==> src/rtl/fetch_controller.sv <==
// Instruction fetch sequencer: owns the fetch PC, pairs each memory word with its PC and
// feeds IF/ID with a 1-entry skid. Optional misaligned-redirect fault via FETCH_ALIGN_CHECK_EN.
module fetch_controller #(
    parameter int                ADDR_W   = 32,
    parameter logic [ADDR_W-1:0] RESET_PC = {ADDR_W{1'b0}}
) (
    input  logic              clk,
    input  logic              reset,
    input  logic              stall,
    input  logic              redirect,
    input  logic [ADDR_W-1:0] redirect_pc,
    output logic [ADDR_W-1:0] imem_address,
    input  logic [31:0]       imem_instruction,
    output logic              if_valid,
    output logic [31:0]       if_instr,
    output logic [ADDR_W-1:0] if_pc,
    output logic [ADDR_W-1:0] if_pc_plus4,
    output logic              fault
);

    typedef enum logic [1:0] {
        ST_STREAM = 2'd0,
        ST_HOLD   = 2'd1,
        ST_FAULT  = 2'd2
    } state_t;

    localparam logic [ADDR_W-1:0] PC_STEP = ADDR_W'(3'd4);

    state_t            state_q, state_d;
    logic [ADDR_W-1:0] fetch_pc_q, fetch_pc_d;
    logic              inflight_valid_q, inflight_valid_d;
    logic [ADDR_W-1:0] inflight_pc_q, inflight_pc_d;
    logic [31:0]       skid_instr_q, skid_instr_d;
    logic [ADDR_W-1:0] skid_pc_q, skid_pc_d;
    logic              misaligned_s;

`ifdef FETCH_ALIGN_CHECK_EN
    assign misaligned_s = (redirect_pc[1:0] != 2'b00);
    assign fault        = (state_q == ST_FAULT);
`else
    assign misaligned_s = 1'b0;
    assign fault        = 1'b0;
`endif

    // State and datapath registers
    always_ff @(posedge clk or posedge reset) begin
        if (reset) begin
            state_q          <= ST_STREAM;
            fetch_pc_q       <= RESET_PC;
            inflight_valid_q <= 1'b0;
            inflight_pc_q    <= RESET_PC;
            skid_instr_q     <= 32'h0000_0000;
            skid_pc_q        <= RESET_PC;
        end else begin
            state_q          <= state_d;
            fetch_pc_q       <= fetch_pc_d;
            inflight_valid_q <= inflight_valid_d;
            inflight_pc_q    <= inflight_pc_d;
            skid_instr_q     <= skid_instr_d;
            skid_pc_q        <= skid_pc_d;
        end
    end

    // Next state: redirect beats stall beats advance; FAULT is terminal until reset
    always_comb begin
        state_d          = state_q;
        fetch_pc_d       = fetch_pc_q;
        inflight_valid_d = inflight_valid_q;
        inflight_pc_d    = inflight_pc_q;
        skid_instr_d     = skid_instr_q;
        skid_pc_d        = skid_pc_q;
        case (state_q)
            ST_STREAM, ST_HOLD: begin
                if (redirect) begin
                    inflight_valid_d = 1'b0;
                    if (misaligned_s) begin
                        state_d = ST_FAULT;
                    end else begin
                        state_d    = ST_STREAM;
                        fetch_pc_d = redirect_pc;
                    end
                end else if (stall && (state_q == ST_HOLD)) begin
                    state_d = ST_HOLD;
                end else if (stall && inflight_valid_q) begin
                    // Park the word being presented; memory keeps re-reading fetch_pc meanwhile
                    state_d       = ST_HOLD;
                    skid_instr_d  = imem_instruction;
                    skid_pc_d     = inflight_pc_q;
                    inflight_pc_d = fetch_pc_q;
                end else begin
                    state_d          = ST_STREAM;
                    inflight_pc_d    = fetch_pc_q;
                    inflight_valid_d = 1'b1;
                    fetch_pc_d       = fetch_pc_q + PC_STEP;
                end
            end
            ST_FAULT: begin
                state_d = ST_FAULT;
            end
            default: begin
                state_d          = ST_STREAM;
                inflight_valid_d = 1'b0;
            end
        endcase
    end

    // Output mux toward IF/ID
    always_comb begin
        if_valid = 1'b0;
        if_instr = 32'h0000_0000;
        if_pc    = inflight_pc_q;
        case (state_q)
            ST_STREAM: begin
                if_valid = inflight_valid_q;
                if_instr = inflight_valid_q ? imem_instruction : 32'h0000_0000;
                if_pc    = inflight_pc_q;
            end
            ST_HOLD: begin
                if_valid = 1'b1;
                if_instr = skid_instr_q;
                if_pc    = skid_pc_q;
            end
            ST_FAULT: begin
                if_valid = 1'b0;
                if_instr = 32'h0000_0000;
                if_pc    = inflight_pc_q;
            end
            default: begin
                if_valid = 1'b0;
                if_instr = 32'h0000_0000;
                if_pc    = inflight_pc_q;
            end
        endcase
    end

    assign imem_address = fetch_pc_q;
    assign if_pc_plus4  = if_pc + PC_STEP;

endmodule
==> config.mk <==
export PLATFORM = sky130hd
export DESIGN_NAME = fetch_controller
export DESIGN_NICKNAME = d
export VERILOG_FILES = /design/src/rtl/fetch_controller.sv
export SDC_FILE = /design/constraint.sdc
export NUM_CORES = 1
export LEC_CHECK = 0
export BUFFER_PORTS_ARGS = -buffer_cell sky130_fd_sc_hd__buf_2
export CORE_ASPECT_RATIO = 1.2
export CORE_MARGIN = 5
export CORE_UTILIZATION = 57
export DETAILED_ROUTE_END_ITERATION = 16
export PLACE_DENSITY = 0.86
export RECOVER_POWER = 25
export SLEW_MARGIN = 10
export SYNTH_ARGS = -nofsm -noshare
export SYNTH_HDL_FRONTEND = slang
export SYNTH_SLANG_ARGS = --single-unit
==> constraint.sdc <==
create_clock -name clk -period 7.8 [get_ports clk]
set_clock_uncertainty 0.2 [all_clocks]
set_input_delay 1.56 -clock clk [delete_from_list [all_inputs] [get_ports clk]]
set_output_delay 1.56 -clock clk [all_outputs]
set_load 0.05 [all_outputs]
; ---- Yosys cells after proc, flatten, opt, wreduce, memory -nomap -nowiden
; Index checks and enable logic that the tools add are counted.
[word_totals]
register_bits = 131
inputBits = 68
out_inout_bits = 130
wordCells = 40
[op_classes]
n_addsub = 2
eq_ne = 6
n_mux = 15
n_bitwise = 3
reduce_logical = 8
[op_table]
columns = op, n
row1 = $mux 32, 5
row2 = $add 32x3->32 const B, 2
row3 = $pmux 32 s2, 1
row4 = $reduce_and 3->1, 3
row5 = $mux 1, 6
row6 = $ne 3x3->1 const B, 2
row7 = $ne 2x2->1 const B, 2
row8 = $pmux 1 s2, 2
row9 = $pmux 2 s2, 1
row10 = $reduce_and 4->1, 1
row11 = $not 1->1, 3
row12 = $eq 2x1->1 const B, 1
row13 = $eq 2x2->1 const B, 1
row14 = $logic_and 1x1->1, 2
row15 = $logic_not 2->1, 1
row16 = $reduce_or 2->1, 1

; ---- Logic depth before layout (Yosys ltp)
; Gate-level depths: netlist (run 1).
[logic_depth]
word_depth = 5
ltp_mapped = 13
ltp_nobuf = 8

; ---- Worst setup path before layout (run 1)
; Ideal clock, no wire load.
[synth_timing]
path_kind = register -> output
startpoint = register state_q[0]
endpoint = output if_pc_plus4[28]
t_arrival_ps = 3707
slack_ps = 2333
path_stages_with_launch = 14
path_buffers = 5
cell_sequence = dfrtp_1 nand2b_1 buf_6 buf_6 buf_8 buf_2 clkbuf_1 nand2_1 nand2_1 ha_1 nand3_1 nor4_4 nand3_1 xnor2_1
[synth_between]
elab_chain_cells = 3
[synth_lines]
columns = item, line
row1 = "start, declared", 29  ; state_t state_q, state_d;
row2 = "start signal, assigned", 55  ; state_q <= state_d;
row3 = $eq 2x1->1, 112  ; case (state_q)
row4 = $mux 32, 112
row5 = net if_pc[2], 16  ; output logic [ADDR_W-1:0] if_pc,
row6 = $add 32x3->32, 137  ; assign if_pc_plus4 = if_pc + PC_STEP;
row7 = "end, declared", 17  ; output logic [ADDR_W-1:0] if_pc_plus4,
; The timed path passes the listed nets, and every way through them passes these cells.

; ---- Final worst setup path (run 1)
[layout_timing]
startpoint = register state_q[1]
endpoint = output if_pc_plus4[30]
[layout_between]
elab_chain_cells = 3
[layout_lines]
columns = item, line
row1 = $eq 2x1->1, 112
row2 = $mux 32, 112
row3 = $add 32x3->32, 137
; Every way passes these cells.

==> results.json, run 1 <==
{
  "run_status": "finished, violations left",
  "violations": "capacitance limit, slew limit",
  "synth_area_per_cell_sq_um": 10.3,
  "grt_pass1_wl_um": 31200,
  "io_buffers": 196,
  "drtPass1Iterations": 6,
  "grtUsageTotal_pct": 25.7,
  "diodes": 0,
  "die_height_um": 133,
  "ios": 198,
  "drtAntennaViolNets": 0,
  "synthArstFlopShare_pct": 100,
  "synthCells": 699,
  "clock_path_buffers": 2,
  "clkLatencyLatePin_ns": 0.42,
  "post-cts-setup-buffer-count": 0,
  "critPathMaxFanout": 36,
  "place_ws_ns": 2.92,
  "synth_ff_type": "dfrtp_1",
  "rsz0062_at_grt": "no",
  "cts_tree": "yes",
  "ctsResizeCount": 0,
  "ir_worst_vdd_mv": 0.172,
  "worst_slack_ns": 2.37,
  "synth-edff-count": 0,
  "fin_crit_sh_pct": 69.6,
  "antenna_found_initial": 0,
  "dr.first_iter.drc_count": 438,
  "cp.arrival_ns": 3.67,
  "layout_min_cycle_time_ns": 5.43,
  "drc": 0,
  "critical_path_class": "reg -> out",
  "htreeDepth": 4,
  "start_util_pct": 57.4,
  "core_area_sq_um": 12500,
  "synth_fp_nets": 769,
  "crit_required_ns": 6.04,
  "ctsHoldBuffers": 0,
  "end_kind": "output pin",
  "syn_area_sq_um": 7180,
  "viasPerCell": 5.91,
  "max-cap-violations": 1,
  "ys_ff_latch": 131,
  "place.gp.congestion": 0.872,
  "worst_slew_pin_slew_ns": 2.25,
  "relSlewSlack_pct": -50.8,
  "setup_viol": 0,
  "n_fill_cell": 936,
  "hold_violations": 0,
  "drive_gt1_share_pct": 35.4,
  "tns_ns": 0,
  "area_delta_synth_final_pct": 22.5,
  "die_area_sq_um": 14900,
  "cts_sinks": 131,
  "synth_warnings": 0,
  "hp-class": "reg -> reg",
  "wirelength_um": 19200,
  "power_density_nw_per_um2": 308,
  "ys_seq_area_share_pct": 45.7,
  "cts_root_buf": "clkbuf_16",
  "vias": 6241,
  "numCtsBuffers": 17,
  "max_freq_ghz": 0.184,
  "fp.dieW_um": 112,
  "rows": 45,
  "avgRoutedWirePerCell_um": 18.2,
  "dpl.hpwl_um": 13500,
  "grt_max_degree": 81,
  "grt_pass1_vias": 6065,
  "final_max_slew_viol_count": 53,
  "clkSlewWorstSetupHoldPaths_ns": 0.06,
  "final_nets": 949,
  "worstSetupStartpointType": "register",
  "leakage_uw": 0.00407,
  "overflow": 0,
  "ys_types": 55
}
## per-layer routing
| layer | vias to the layer above | GRT usage, % | part of all wire [%] | routed length (um) |
|---|---|---|---|---|
| met5 | - | 0 | 0 | 0 |
| met2 | 296 | 42.0 | 50 | 9600 |
| met3 | 40 | 5.40 | 7.2 | 1380 |
| met4 | 0 | 10.6 | 2.7 | 527 |
| met1 | 3018 | 33.4 | 40 | 7700 |
| li1 | 2887 | - | - | - |
## report_power, final
part	total, uW	switching (uW)	leakage (uW)	internal [uW]
combinational	923	646	0.00224	277
sequential	965	141	0.00154	824
clock	823	308	0.000298	515
total	2710	1090	0.00407	1620
## path summary, 6_finish.rpt
kind                            cells past startpoint          endpoint  slack [ns]        startpoint
worst max-delay path                                9   if_pc_plus4[30]        2.37        state_q[1]
worst min-delay path                                1  skid_instr_q[10]        0.31  skid_instr_q[10]
worst max register to register                      6     skid_pc_q[23]        4.72        state_q[1]
worst min register to register                      1  skid_instr_q[10]        0.31  skid_instr_q[10]
max in group asynchronous                           3   skid_instr_q[8]        4.05             reset
min in group asynchronous                           2  imem_address[30]        1.54             reset
## cell families after synthesis
kind of cell | Yosys count | share of synthesized area (%)
flip-flops | 131 | 45.7
multiplexers | 124 | 19.8
AND/OR/NAND/NOR | 222 | 14.8
other | 1 | 0.0522
XOR/XNOR | 26 | 3.17
adder cells (fa/ha/maj) | 2 | 0.349
AO/OA/AOI/OAI | 130 | 12.1
buffers and inverters | 63 | 4.01
## critical path, stage by stage, from the launching register on
cell and delay, ns:
dfrtp_1 0.53, nor2b_4 0.76, nand2_1 0.15, nand2_1 0.14, ha_1 0.24, nand3_1 0.25
nor4_4 0.52, nand3_1 0.15, xnor2_1 0.16, buf_2 0.32
## layout make-up
cell class	count	area (sq um)	area share, %
inverter	20	76.3	0.868
sequential	131	3280	37.3
timing repair buffer	204	992	11.3
clock inverter	14	176	2.01
tap	164	205	2.33
clock buffer	18	439	4.99
multi-input combinational	505	3630	41.3
## Yosys cell counts (20+ instances only)
master,count,area [sq um]
mux2i_1,20,200
xnor2_1,21,184
nand3_1,26,130
a21oi_1,28,140
dfrtp_1,131,3280
clkbuf_1,22,82.6
inv_1,20,75.1
nand2_1,99,372
nor2_1,31,116
o21ai_0,25,125
a22o_1,32,280
mux2_2,99,1110
## registers in the layout, indices dropped and copies added, names as in the netlist
signal / cells
inflight_pc_q: 32
skid_instr_q: 32
skid_pc_q: 32
imem_address: 32
inflight_valid_q: 1
state_q: 2
## layout by cell type, fill, tap and decap left out, types with 4 or more instances in the layout
cell type	instances
a21oi_1	28
mux2i_4	4
dfrtp_1	131
nand2_1	99
xnor2_1	21
buf_2	163
buf_4	6
clkbuf_1	35
and3_1	17
o22ai_1	10
a2bb2oi_1	4
a31oi_1	5
nor2_1	31
or3_1	4
inv_6	4
o21ai_0	26
mux2i_1	20
and2_1	4
nand3_1	26
xor2_1	5
a22o_1	32
o21ai_1	4
nor3_1	10
mux2_2	99
a22oi_1	7
nor4_1	5
inv_1	19
clkbuf_16	17
nand4_1	9
## per-stage QoR
step / utilization, % / power, uW / cells / area, sq um / hold slack, ns
CTS: 70.8 / 2720 / 1056 / 8850 / 0.309
global placement: 65.9 / 1860 / 1024 / 8230 / 0.285
detailed placement: 65.9 / 1890 / 1024 / 8230 / 0.296
finish: 70.4 / 2710 / 1056 / 8800 / 0.307
global route: 70.4 / 2830 / 1056 / 8800 / 0.323
floorplan: - / 1670 / 699 / 7180 / 0.277
(Power assumes the default switching activity.)
==> inputs of run 2 (changes only) <==
CORE_UTILIZATION = 48   (was 57)
PLACE_DENSITY = 0.77   (was 0.86)
clock period = 4.4 ns   (was 7.8 ns; I/O delays follow)
==> run 2 against run 1 <==
The run still ends with capacitance limit, slew limit left. Sequential power grew 77%. Core utilization shrank 9.1 points. Sequential share of layout area shrank 1.2 points. Die area grew 17%. Combinational power grew 81%. Wire length grew 0.16%. Power grew 81%. Cell count grew 4.3%. Flip-flop and latch count is the same. Clock power grew 85%. Global-route usage shrank 4.0 points. Count of clock-buffer cells in the layout grew 2. Critical endpoint is now if_pc_plus4[31]. Largest cell class unchanged. Largest power group unchanged.
==> results.json, run 2 (same netlist as run 1, synthesis figures left out) <==
{
  "run_status": "finished, violations left",
  "violations": "capacitance limit, slew limit",
  "swShare_pct": 39.2,
  "grtUsageTotal_pct": 21.7,
  "vias": 6155,
  "final_cell_mix": "buf_2, dfrtp_1, mux2_2",
  "clock_path_buffers": 2,
  "r2r_end": "imem_address[26]",
  "numCtsBuffers": 17,
  "viasPerCell": 5.59,
  "r2r_slack_ns": 1.66,
  "relSlewSlack_pct": -27.1,
  "die_height_um": 144,
  "drtPass1Iterations": 5,
  "finish.instance_area_sq_um": 9090,
  "start_util_pct": 48.4,
  "p_comb_share_pct": 34.2,
  "fp.dieW_um": 122,
  "place_area_sq_um": 8460,
  "power_density_nw_per_um2": 539,
  "cts_sinks": 131,
  "clkSlewWorstSetupHoldPaths_ns": 0.06,
  "dp.cells": 1069,
  "drive_gt1_share_pct": 40.7,
  "ir_worst_vdd_mv": 0.328,
  "core_area_sq_um": 14800,
  "tns_ns": 0,
  "area_delta_synth_final_pct": 26.6,
  "setup_viol": 0,
  "layout_min_cycle_time_ns": 4.19,
  "worstHoldStart": "imem_address[1]",
  "overflow": 0,
  "ios": 198,
  "drc": 0,
  "drtAntennaViolNets": 0,
  "reg2reg_depth": 7,
  "end_kind": "output pin",
  "dr.first_iter.drc_count": 346,
  "crit_required_ns": 3.32,
  "place.gp.congestion": 0.853,
  "grt_max_degree": 65,
  "whs_path_depth": 2,
  "dpl.hpwl_um": 14100,
  "avgRoutedWirePerCell_um": 17.5,
  "worst_slew_pin_slew_ns": 1.90,
  "io_buffers": 196,
  "rsz0062_at_grt": "no",
  "die_area_sq_um": 17500,
  "diodes": 0,
  "final_common_cell": "buf_2",
  "worst_hold_slack_ns": 0.297,
  "layoutNonFillerInstCount": 1101,
  "grt_pass1_vias": 5853,
  "power_frac_clock_pct": 31.0,
  "rows": 49,
  "pwr-share-seq_pct": 34.9,
  "p_int_uw": 2980,
  "critical_path_class": "reg -> out",
  "cp.arrival_ns": 3.11,
  "worstSetupStartpointType": "register",
  "finish.utilization_pct": 61.3,
  "critPathMaxFanout": 15,
  "hp-class": "reg -> reg",
  "max-cap-violations": 2,
  "whs_endpoint": "imem_address[1]",
  "final_max_slew_viol_count": 107,
  "grt_pass1_wl_um": 30300,
  "leakage_uw": 0.00425,
  "wirelength_um": 19200,
  "htreeDepth": 4,
  "r2r-start": "imem_address[2]",
  "final_nets": 954,
  "cts_root_buf": "clkbuf_16",
  "max_freq_ghz": 0.239,
  "clkLatencyLatePin_ns": 0.41,
  "fin_crit_sh_pct": 95.3,
  "hold_violations": 0,
  "cts_tree": "yes",
  "antenna_found_initial": 0,
  "p_sw_uw": 1920
}
[run 2: changes by cell type in the layout (fill, tap and decap cells not counted), sizes merged]
cell	delta
buf	+37
bufinv	+1
clkbuf	-30
clkinv	-2
clkinvlp	+2
inv	-3
[run 2: metal layers]
layer / global-route usage, % / part of all wire (%)
met1: 28.8 / 42
met2: 35.5 / 49
met3: 4.02 / 6.0
met4: 8.67 / 2.8
met5: 0 / 0
[run 2: metrics by stage]
| stage | power (uW) | setup slack (ns) |
|---|---|---|
| floorplan | 2990 | -0.133 |
| global placement | 3350 | 0.560 |
| detailed placement | 3390 | 0.483 |
| CTS | 4920 | 0.0447 |
| global route | 5100 | 0.00970 |
| finish | 4900 | 0.208 |
[run 2: final cells by class]
| class | count | area [sq um] |
|---|---|---|
| clock inverter | 12 | 178 |
| fill | 1265 | 5750 |
| tap | 204 | 255 |
| sequential | 131 | 3280 |
| timing repair buffer | 209 | 1100 |
| clock buffer | 20 | 467 |
| multi-input combinational | 505 | 3740 |
| inverter | 20 | 76.3 |
[run 2: worst max path at each step]
stage | cells past startpoint | endpoint | slack (ns) | startpoint
2_1_floorplan | 13 | if_pc_plus4[28] | -0.13 | state_q[0]
3_3_place_gp | 8 | if_pc_plus4[31] | 0.56 | state_q[0]
3_5_place_dp | 8 | if_pc_plus4[31] | 0.48 | state_q[0]
4_1_cts | 8 | if_pc_plus4[31] | 0.04 | state_q[0]
5_1_grt | 8 | if_pc_plus4[30] | 0.01 | state_q[0]
6_report | 8 | if_pc_plus4[31] | 0.21 | state_q[0]
[run 2: critical path, cell delays in order, from the launching register on]
cell and delay [ns]:
dfrtp_1 0.48, nand2b_4 0.27, buf_4 0.24, mux2i_4 0.27, nand2_1 0.17, nor4_2 0.53, nand4_1 0.26, xnor2_1 0.19
buf_2 0.28
[run 2: power by group through the flow]
stage / combinational (uW) / clock (uW) / sequential, uW
floorplan: 1230 / 0 / 1760
global placement: 1650 / 0 / 1700
detailed placement: 1680 / 0 / 1710
CTS: 1680 / 1530 / 1700
global route: 1770 / 1590 / 1740
finish: 1670 / 1520 / 1710
[run 2: timing repair]
action / CTS / global route
endpoints found under the setup margin: 0 / 2
gates resized for setup: 0 / 2
hold buffers: 0 / 0
setup buffers: 0 / 0
==> inputs of run 3 (changes only) <==
PLACE_DENSITY = not set   (was 0.77)
PLACE_DENSITY_LB_ADDON = 0.25   (was not set)
==> run 3 against run 2 <==
The flow now finishes without violations. Hold slack better by 0.0090 ns. Die area unchanged. Design area up 0.15%. First-iteration DRC count up 0.29%. Critical path type unchanged. Critical endpoint unchanged. Highest routed layer unchanged.
==> results.json, run 3 (same netlist as run 1, synthesis figures left out) <==
{
  "run_status": "finished, final reports clean",
  "power_density_nw_per_um2": 540,
  "avgRoutedWirePerCell_um": 17.5,
  "end_kind": "output pin",
  "power_uw": 4910,
  "fin_crit_sh_pct": 92.4,
  "die_height_um": 144,
  "cp_slowest_cell": "dfrtp_1",
  "cts_tree": "yes",
  "place.gp.congestion": 0.846,
  "clkSlewWorstSetupHoldPaths_ns": 0.05,
  "cts_sinks": 131,
  "final_nets": 956,
  "ir_worst_vdd_mv": 0.338,
  "hold_violations": 0,
  "grt_max_degree": 102,
  "cts_root_buf": "clkbuf_16",
  "drc": 0,
  "die_area_sq_um": 17500,
  "relSlewSlack_pct": 3.51,
  "worstSetupStartpointType": "register",
  "crit_required_ns": 3.32,
  "ios": 198,
  "drtPass1Iterations": 4,
  "rsz0062_at_grt": "no",
  "critPathMaxFanout": 49,
  "worst_slack_ns": 0.332,
  "viasPerCell": 5.53,
  "crit_start": "state_q[0]",
  "path_buf_inv": 2,
  "dr.first_iter.drc_count": 347,
  "antenna_found_initial": 0,
  "crit_path_max_incr_delay_ns": 0.51,
  "clkLatencyLatePin_ns": 0.41,
  "cp.arrival_ns": 2.99,
  "n_fill_cell": 1318,
  "max-cap-violations": 0,
  "worstHoldStart": "skid_instr_q[5]",
  "layoutNonFillerInstCount": 1103,
  "critical_path_class": "reg -> out",
  "max_freq_ghz": 0.246,
  "place_ws_ns": 0.499,
  "rows": 49,
  "clock_path_buffers": 2,
  "layout_min_cycle_time_ns": 4.07,
  "r2r-start": "state_q[1]",
  "grt_pass1_vias": 5898,
  "start_util_pct": 48.4,
  "fp.dieW_um": 122,
  "drive_gt1_share_pct": 40.5,
  "io_buffers": 196,
  "dp.cells": 1069,
  "path_cells": "nor2b_4 -> buf_6 -> and3_1 -> o21ai_1 -> nor3b_1 -> nand4_1 -> xnor2_1 -> buf_2",
  "vias": 6098,
  "wirelength_um": 19300,
  "grt_pass1_wl_um": 30700,
  "final_common_cell": "buf_2",
  "leakage_uw": 0.00428,
  "drtAntennaViolNets": 0,
  "final_cell_mix": "buf_2, dfrtp_1, mux2_2",
  "htreeDepth": 4,
  "dpl.hpwl_um": 14100,
  "overflow": 0,
  "finish.utilization_pct": 61.4,
  "worst_slew_pin_slew_ns": 1.44,
  "core_area_sq_um": 14800,
  "grtUsageTotal_pct": 22.2,
  "ctsHoldBuffers": 0,
  "cp_top_family": "simple AND/OR/NAND/NOR gates",
  "area_delta_synth_final_pct": 26.8,
  "multi_input_area_sq_um": 3730,
  "seqCellArea_sq_um": 3280,
  "worst_hold_slack_ns": 0.306,
  "final_max_slew_viol_count": 0,
  "hp-class": "reg -> reg",
  "numCtsBuffers": 17,
  "setup_viol": 0,
  "diodes": 0
}
-- run 3: cell count changes in the layout (fill, tap and decap cells not counted), sizes merged --
cell	change
bufinv	+1
clkinvlp	-4
buf	+3
clkbuf	+2
-- run 3: where the power goes --
part           switching [uW]  leakage, uW  internal, uW
registers                 250      0.00154          1460
logic                    1140      0.00242           519
clock network             489     0.000322          1050
-- run 3: worst register-to-register path, cell delays in order, from the launching register on --
cell and delay, ns:
dfrtp_1 0.37, buf_4 0.18, a21oi_1 0.17, and2_1 0.18, and3_2 0.49, buf_12 0.32
mux2_2 0.41
-- run 3: final timing paths --
| path | to | slack (ns) | depth (start not counted) |
|---|---|---|---|
| min reg2reg | skid_instr_q[5] | 0.31 | 1 |
| max | if_pc_plus4[31] | 0.33 | 8 |
| max reg2reg | skid_instr_q[11] | 1.97 | 6 |
| min in group asynchronous | skid_instr_q[27] | 0.59 | 2 |
| min | skid_instr_q[5] | 0.31 | 1 |
| max in group asynchronous | imem_address[0] | 1.35 | 3 |
-- run 3: through the flow --
| step | instance area, sq um | setup TNS (ns) |
|---|---|---|
| after floorplan | 7280 | -0.171 |
| after global placement | 8440 | 0 |
| after detailed placement | 8440 | 0 |
| after CTS | 9100 | 0 |
| after global routing | 9100 | 0 |
| final | 9100 | 0 |
-- run 3: area by class of cell --
type	count	area share, %
Timing Repair Buffer	211	12.2
Clock buffer	23	5.25
Multi-Input combinational cell	505	41.0
Sequential cell	131	36.0
Tap cell	204	2.80
Clock inverter	9	1.91
Inverter	20	0.838
-- run 3: repair_timing --
| item | 4_1_cts | 5_1_grt |
|---|---|---|
| endpoints found under the setup margin | 0 | 4 |
| gates resized for setup | 0 | 2 |
| endpoints found under the hold margin | 0 | 0 |
| buffers inserted | 0 | 2 |
-- run 3: layer usage --
metal | global-route usage (%) | part of all wire (%) | vias up
li1 | - | - | 2899
met1 | 30.3 | 44 | 2966
met2 | 35.6 | 49 | 199
met3 | 4.69 | 5.6 | 34
met4 | 7.02 | 2.1 | 0
met5 | 0 | 0 | -
